===== src/rtl/dht11_pkg.sv =====
// DHT11 shared definitions: FSM states, frame size, default protocol timing.
// Timing defaults are in microseconds and shared with the host controller.
package dht11_pkg;

    typedef enum logic [2:0] {
        IDLE,
        HOST_LOW,
        HOST_REL,
        RESP_LOW,
        RESP_HIGH,
        BIT_LOW,
        BIT_HIGH,
        EOT_LOW
    } state_t;

    localparam int FRAME_BITS      = 40;

    localparam int DEF_CLK_FREQ_HZ = 100_000_000;
    localparam int DEF_START_MIN   = 1000;
    localparam int DEF_RESP_WAIT   = 30;
    localparam int DEF_RESP_LOW    = 80;
    localparam int DEF_RESP_HIGH   = 80;
    localparam int DEF_BIT_LOW     = 50;
    localparam int DEF_BIT0_HIGH   = 26;
    localparam int DEF_BIT1_HIGH   = 70;
    localparam int DEF_EOT_LOW     = 50;

    // 8-bit truncated sum of the four payload bytes
    function automatic logic [7:0] cksum8(
        input logic [7:0] a,
        input logic [7:0] b,
        input logic [7:0] c,
        input logic [7:0] d
    );
        return a + b + c + d;
    endfunction

endpackage


===== src/rtl/dht11_us_tick.sv =====
// DHT11 microsecond prescaler: one-cycle us_tick every CLK_PER_US clocks,
// phase restarted whenever restart is high.
module dht11_us_tick #(
    parameter int CLK_PER_US = 100
) (
    input  logic clk,
    input  logic reset,
    input  logic restart,
    output logic us_tick
);

    localparam int CW = (CLK_PER_US > 1) ? $clog2(CLK_PER_US) : 1;
    localparam logic [CW-1:0] LAST = CW'(CLK_PER_US - 1);

    logic [CW-1:0] cnt;

    assign us_tick = (cnt == LAST);

    // cycle counter, cleared on restart and on every completed microsecond
    always_ff @(posedge clk) begin
        if (reset || restart || us_tick) begin
            cnt <= '0;
        end else begin
            cnt <= cnt + 1'b1;
        end
    end

endmodule


===== src/rtl/dht11_responder.sv =====
// DHT11 sensor-side responder: qualifies host start, sends preamble + 40-bit frame.
// Optional macro DHT11_CKSUM_ERR_INJ_EN adds cksum_corrupt (flips checksum LSB).
module dht11_responder
    import dht11_pkg::*;
#(
    parameter int CLK_FREQ_HZ  = DEF_CLK_FREQ_HZ,
    parameter int START_MIN_US = DEF_START_MIN,
    parameter int RESP_WAIT_US = DEF_RESP_WAIT,
    parameter int RESP_LOW_US  = DEF_RESP_LOW,
    parameter int RESP_HIGH_US = DEF_RESP_HIGH,
    parameter int BIT_LOW_US   = DEF_BIT_LOW,
    parameter int BIT0_HIGH_US = DEF_BIT0_HIGH,
    parameter int BIT1_HIGH_US = DEF_BIT1_HIGH,
    parameter int EOT_LOW_US   = DEF_EOT_LOW
) (
    input  logic       clk,
    input  logic       reset,
    input  logic       dht_in,
    output logic       dht_drive_low,
    input  logic       enable,
    input  logic [7:0] hum_int,
    input  logic [7:0] hum_dec,
    input  logic [7:0] tmp_int,
    input  logic [7:0] tmp_dec,
`ifdef DHT11_CKSUM_ERR_INJ_EN
    input  logic       cksum_corrupt,
`endif
    output logic       busy,
    output logic       frame_done
);

    localparam int CLK_PER_US = CLK_FREQ_HZ / 1_000_000;

    state_t      state;
    state_t      state_nx;
    logic [1:0]  sync;
    logic        line_s;
    logic [15:0] us_cnt;
    logic [15:0] dur;
    logic [5:0]  bit_idx;
    logic [39:0] shreg;
    logic [7:0]  cksum;
    logic        us_tick;
    logic        restart;
    logic        timeout;
    logic        snap;
    logic        start_ok;
    logic        drive_nx;
    logic        busy_nx;
    logic        done_nx;

    assign line_s   = sync[1];
    assign restart  = (state_nx != state);
    assign timeout  = us_tick && (us_cnt == dur - 16'd1);
    assign start_ok = (us_cnt >= 16'(START_MIN_US));

`ifdef DHT11_CKSUM_ERR_INJ_EN
    assign cksum = cksum8(hum_int, hum_dec, tmp_int, tmp_dec)
                 ^ {7'd0, cksum_corrupt};
`else
    assign cksum = cksum8(hum_int, hum_dec, tmp_int, tmp_dec);
`endif

    dht11_us_tick #(
        .CLK_PER_US(CLK_PER_US)
    ) u_tick (
        .clk    (clk),
        .reset  (reset),
        .restart(restart),
        .us_tick(us_tick)
    );

    // duration of the current timed state in microseconds
    always_comb begin
        dur = 16'd0;
        unique case (state)
            HOST_REL:  dur = 16'(RESP_WAIT_US);
            RESP_LOW:  dur = 16'(RESP_LOW_US);
            RESP_HIGH: dur = 16'(RESP_HIGH_US);
            BIT_LOW:   dur = 16'(BIT_LOW_US);
            BIT_HIGH:  dur = shreg[39] ? 16'(BIT1_HIGH_US)
                                       : 16'(BIT0_HIGH_US);
            EOT_LOW:   dur = 16'(EOT_LOW_US);
            default:   dur = 16'd0;
        endcase
    end

    // next state, snapshot strobe and registered-output next values
    always_comb begin
        state_nx = state;
        snap     = 1'b0;
        unique case (state)
            IDLE:      if (enable && !line_s) state_nx = HOST_LOW;
            HOST_LOW:  if (line_s) begin
                           if (start_ok) begin
                               state_nx = HOST_REL;
                               snap     = 1'b1;
                           end else begin
                               state_nx = IDLE;
                           end
                       end
            HOST_REL:  if (timeout) state_nx = RESP_LOW;
            RESP_LOW:  if (timeout) state_nx = RESP_HIGH;
            RESP_HIGH: if (timeout) state_nx = BIT_LOW;
            BIT_LOW:   if (timeout) state_nx = BIT_HIGH;
            BIT_HIGH:  if (timeout) begin
                           if (bit_idx == 6'(FRAME_BITS - 1)) state_nx = EOT_LOW;
                           else state_nx = BIT_LOW;
                       end
            EOT_LOW:   if (timeout) state_nx = IDLE;
            default:   state_nx = IDLE;
        endcase
        drive_nx = (state_nx == RESP_LOW) || (state_nx == BIT_LOW)
                || (state_nx == EOT_LOW);
        done_nx  = (state == EOT_LOW) && (state_nx == IDLE);
        busy_nx  = done_nx
                || ((state_nx != IDLE) && (state_nx != HOST_LOW));
    end

    // state register, line synchronizer and glitch-free registered outputs
    always_ff @(posedge clk) begin
        if (reset) begin
            state         <= IDLE;
            sync          <= 2'b11;
            dht_drive_low <= 1'b0;
            busy          <= 1'b0;
            frame_done    <= 1'b0;
        end else begin
            state         <= state_nx;
            sync          <= {sync[0], dht_in};
            dht_drive_low <= drive_nx;
            busy          <= busy_nx;
            frame_done    <= done_nx;
        end
    end

    // microsecond counter, bit index and frame shift register
    always_ff @(posedge clk) begin
        if (reset) begin
            us_cnt  <= '0;
            bit_idx <= '0;
            shreg   <= '0;
        end else begin
            if (restart) begin
                us_cnt <= '0;
            end else if (us_tick && state != IDLE
                         && !(state == HOST_LOW && start_ok)) begin
                us_cnt <= us_cnt + 16'd1;
            end
            if (snap) begin
                shreg <= {hum_int, hum_dec, tmp_int, tmp_dec, cksum};
            end else if (state == BIT_HIGH && timeout) begin
                shreg <= {shreg[38:0], 1'b0};
            end
            if (state == RESP_HIGH && timeout) begin
                bit_idx <= '0;
            end else if (state == BIT_HIGH && timeout) begin
                bit_idx <= bit_idx + 6'd1;
            end
        end
    end

endmodule


===== config.mk =====
export PLATFORM = sky130hd
export DESIGN_NAME = dht11_responder
export DESIGN_NICKNAME = d
export VERILOG_FILES = /design/src/rtl/dht11_pkg.sv /design/src/rtl/dht11_us_tick.sv /design/src/rtl/dht11_responder.sv
export SDC_FILE = /design/constraint.sdc
export NUM_CORES = 1
export LEC_CHECK = 0
export ABC_AREA = 1
export BUFFER_PORTS_ARGS = -buffer_cell sky130_fd_sc_hd__clkbuf_2
export CORE_ASPECT_RATIO = 0.75
export CORE_UTILIZATION = 50
export CTS_BUF_LIST = sky130_fd_sc_hd__clkbuf_4 sky130_fd_sc_hd__clkbuf_8
export CTS_CLUSTER_SIZE = 25
export DETAILED_ROUTE_END_ITERATION = 6
export PLACE_DENSITY = 0.69
export SYNTH_ARGS = -nofsm -noshare
export SYNTH_HDL_FRONTEND = slang
export SYNTH_SLANG_ARGS = --single-unit

===== constraint.sdc =====
create_clock -name clk -period 3.3 [get_ports clk]
set_input_delay 0.165 -clock clk [delete_from_list [all_inputs] [get_ports clk]]
set_output_delay 0.165 -clock clk [all_outputs]
set_load 0.005 [all_outputs]

==> summary.txt <==
======================================================================================================
Run status .............................................................................. finished, final reports clean
Ports ...................................................................................           39
Max cap viols ...........................................................................            0
Post-synth net total ....................................................................          727
Net count of the finished layout ........................................................          760
Arrival time reported for the critical path endpoint ....................................      3.36 ns
Internal power ..........................................................................      1.56 mW
Chip height .............................................................................      85.8 um
Worst reg-to-reg setup slack ............................................................      0.23 ns
HPWL reported at the end of detailed placement ..........................................      8870 um
Part of the total power dissipated in sequential elements ...............................        0.444
Cells resized by post-CTS repair ........................................................            0
Placer congestion estimate ..............................................................        0.959
Fraction of final layout cells with drive strength greater than 1 .......................        0.130
Via density per instance ................................................................         5.34
Final setup violating endpoints .........................................................            0
Transition time of the tightest slew-check pin ..........................................     0.630 ns
Leading register cell type out of synthesis .............................................      dfxtp_1
Worst IR Drop VDD .......................................................................     0.305 mV
Mean cell area of the mapped netlist ....................................................    7.05 um^2
Number of DRC violations after detailed-routing iteration 0 .............................          562
Std cell rows ...........................................................................           30
Fraction of the yosys area taken by sequential cells ....................................        0.329
First-pass GRT wire length ..............................................................     19300 um
Maximum net fanout on the critical path .................................................           22
CP startpoint ........................................................................... state[2]$_SDFF_PP0_
Unrepaired setup endpoints after global routing .........................................        false
Number of synthesized flops with an enable pin ..........................................            0
Clk network pwr share ...................................................................        0.424
Setup Total Neg Slack ...................................................................         0 ns
Asr flop ratio synth ....................................................................            0
X dimension of the die ..................................................................       114 um
Static leakage power ....................................................................      2.03 nW
Clock buffer count from CTS .............................................................            9
CTS Root Buffer Type ....................................................................     clkbuf_8
Maximum buffer depth of the clock tree ..................................................            2
WP data required ........................................................................      3.59 ns
Clock transition at the register clock pins on the worst setup and hold paths after CTS .      0.09 ns
Synthesized flop and latch total ........................................................           77
Total of warnings raised by yosys .......................................................            0
Final cycle utilization of the critical path ............................................        0.931
Reg2reg start ........................................................................... state[2]$_SDFF_PP0_
Post-synth design cell area .............................................................    4680 um^2
Number of instances in the synthesized netlist ..........................................          664
Critical hold path startpoint ...........................................................   tmp_int[2]
Total congestion overflow after global routing ..........................................            0
Port Buf Inserts ........................................................................           38
Fin Clk Skew ............................................................................    0.0112 ns
Residual DRC ............................................................................            0
Residual antenna-violating net count after detailed routing .............................            0
Startpoint types ........................................................................     register
Setup bufs post-CTS .....................................................................            0
Worst max-slew margin expressed relative to the limit ...................................        0.579
Total length of routed wires ............................................................     11800 um
Endpoint of the worst register-to-register path ......................................... shreg[27]$_SDFFE_PP0P_
Tot GR Track Use ........................................................................        0.256
R2R cell count ..........................................................................           18
CTS Hold Buffers Added ..................................................................            1
Fillers .................................................................................          871
Die outline area ........................................................................    9760 um^2
F_max ...................................................................................      325 MHz
Area of the core region .................................................................    9080 um^2
Part of the power in combinational logic ................................................        0.133
Max-slew violation total from the final report ..........................................            0
Worst hold-check path type ..............................................................       in2reg
WS Path Type ............................................................................      reg2reg
Pin count of the biggest net entering global routing ....................................           42
TritonRoute pass-1 iters ................................................................            5
Antenna violations before repair ........................................................            0
Clock latency of the later-clocked register in the worst-skew pair ......................      0.37 ns
H-Tree Level Count ......................................................................            3
CTS tree ................................................................................         done
Relative area change from synthesis to final layout .....................................        11.5%
Average wire length per cell after detail routing .......................................      14.2 um
Crit path capture ....................................................................... shreg[27]$_SDFFE_PP0P_
Critical Path End Type ..................................................................     register
Post-Place Setup Slack ..................................................................     0.312 ns
Worst Setup Slack, final ................................................................     0.227 ns
TritonCTS Sinks .........................................................................           77
Sw frac .................................................................................        0.260
Min Tclk post-route .....................................................................      3.07 ns
Number of global-route vias before repair ...............................................         3855
Switching power summed over all nets ....................................................       548 uW
Starting Density ........................................................................        0.516
Via count of the routed design ..........................................................         4435
Unique masters post-synth ...............................................................           37
Hold violation total from the final report ..............................................            0
PD cells ................................................................................  404 nW/um^2
Number of antenna cells inserted ........................................................            0
======================================================================================================
## placed cells by master, fill, tap and decap left out, drive strengths merged, types with 3 or more instances in the layout
cell type	Yosys	layout
a21oi	27	27
nand3	78	78
or2	4	4
nor3	17	17
nand2	177	177
clkbuf	9	47
xnor2	10	10
buf	16	8
xor2	19	19
clkinv	1	3
nand4	9	9
nor2	68	68
bufinv	0	3
dfxtp	77	77
a31oi	31	31
o21ai	22	22
ha	13	13
inv	65	66
nor3b	3	3
fa	14	14
## metrics by stage
stage | utilization | std cells | hold WS (ns) | cell area, um^2 | total power, mW
5_1_grt | 0.575 | 830 | 0.0748 | 5220 | 2.19
3_3_place_gp | 0.546 | 813 | 0.347 | 4960 | 1.23
3_5_place_dp | 0.546 | 813 | 0.354 | 4960 | 1.23
6_report | 0.575 | 830 | 0.0729 | 5220 | 2.11
2_1_floorplan | - | 664 | 0.269 | 4680 | 1.15
4_1_cts | 0.575 | 830 | 0.0609 | 5220 | 2.12
## power groups by stage
stage	clock (mW)	sequential [mW]	combinational, mW
6_report	0.894	0.937	0.280
5_1_grt	0.938	0.938	0.311
4_1_cts	0.905	0.937	0.278
3_5_place_dp	0	0.959	0.273
3_3_place_gp	0	0.958	0.268
2_1_floorplan	0	0.958	0.188
## worst min-delay path by stage
| stage | end | cells past startpoint |
|---|---|---|
| global route | shreg[20]$_SDFFE_PP0P_ | 3 |
| floorplan | sync[0]$_SDFF_PP1_ | 1 |
| finish | shreg[18]$_SDFFE_PP0P_ | 3 |
| detailed placement | sync[0]$_SDFF_PP1_ | 2 |
| CTS | shreg[18]$_SDFFE_PP0P_ | 3 |
| global placement | sync[0]$_SDFF_PP1_ | 2 |
## critical path, cell delays in order (launching register included)
cell and delay, ns:
dfxtp_1 0.53, inv_2 0.12, nand2_4 0.13, nand2_1 0.09
inv_2 0.07, nand2_2 0.05, ha_1 0.31, nor2_1 0.06
inv_1 0.09, nand3_1 0.08, or2_2 0.27, nor2_1 0.12
nand3_1 0.08, nor2_1 0.11, nand3_2 0.16, inv_2 0.29
buf_12 0.20, nand2_1 0.06, a31oi_1 0.15
## synthesized netlist by cell type (4+ instances only)
| cell type | instances | area share |
|---|---|---|
| buf_6 | 4 | 0.0096 |
| nand2_1 | 168 | 0.13 |
| nor2_1 | 64 | 0.051 |
| inv_2 | 6 | 0.0048 |
| buf_2 | 6 | 0.0064 |
| nand2_2 | 6 | 0.0080 |
| o21ai_1 | 5 | 0.0053 |
| fa_1 | 14 | 0.060 |
| clkbuf_1 | 9 | 0.0072 |
| nand3_1 | 75 | 0.080 |
| xor2_1 | 19 | 0.036 |
| xnor2_1 | 10 | 0.019 |
| inv_1 | 59 | 0.047 |
| dfxtp_1 | 77 | 0.33 |
| ha_1 | 13 | 0.035 |
| o21ai_0 | 17 | 0.018 |
| nand4_1 | 9 | 0.012 |
| a21oi_1 | 26 | 0.028 |
| nor3_1 | 16 | 0.017 |
| a31oi_1 | 31 | 0.041 |
## kinds of logic (layout without fill, tap and decap cells)
kind of cell,count (synthesis),after routing,share of synthesized area
simple gates,358,358,0.341
xor+xnor,29,29,0.0542
flops,77,77,0.329
fa+ha+maj,27,27,0.0946
compound gates,82,82,0.0978
buf+inv,91,129,0.0836
## metal layers
| layer | global-route usage | routed length [um] | vias to the layer above |
|---|---|---|---|
| li1 | - | - | 2225 |
| met1 | 0.412 | 5910 | 2001 |
| met2 | 0.330 | 4730 | 197 |
| met3 | 0.0643 | 1040 | 12 |
| met4 | 0.0646 | 110 | 0 |
| met5 | 0 | 0 | - |
## sequential cells by signal, summed over array words and instances (netlist names)
name	count
dht_drive_low	1
bit_idx	6
shreg	40
state	3
frame_done	1
u_tick.cnt	7
us_cnt	16
busy	1
sync	2
## area by class of cell
class | instances | area, um^2 | area share
flip-flops and latches | 77 | 1540 | 0.295
multi-input cells | 496 | 2750 | 0.527
clock buffers | 9 | 124 | 0.0237
inverters | 66 | 249 | 0.0477
repair buffers | 47 | 273 | 0.0523
clock inverters | 7 | 123 | 0.0235
well taps | 128 | 160 | 0.0307
(Power assumes the default switching activity.)
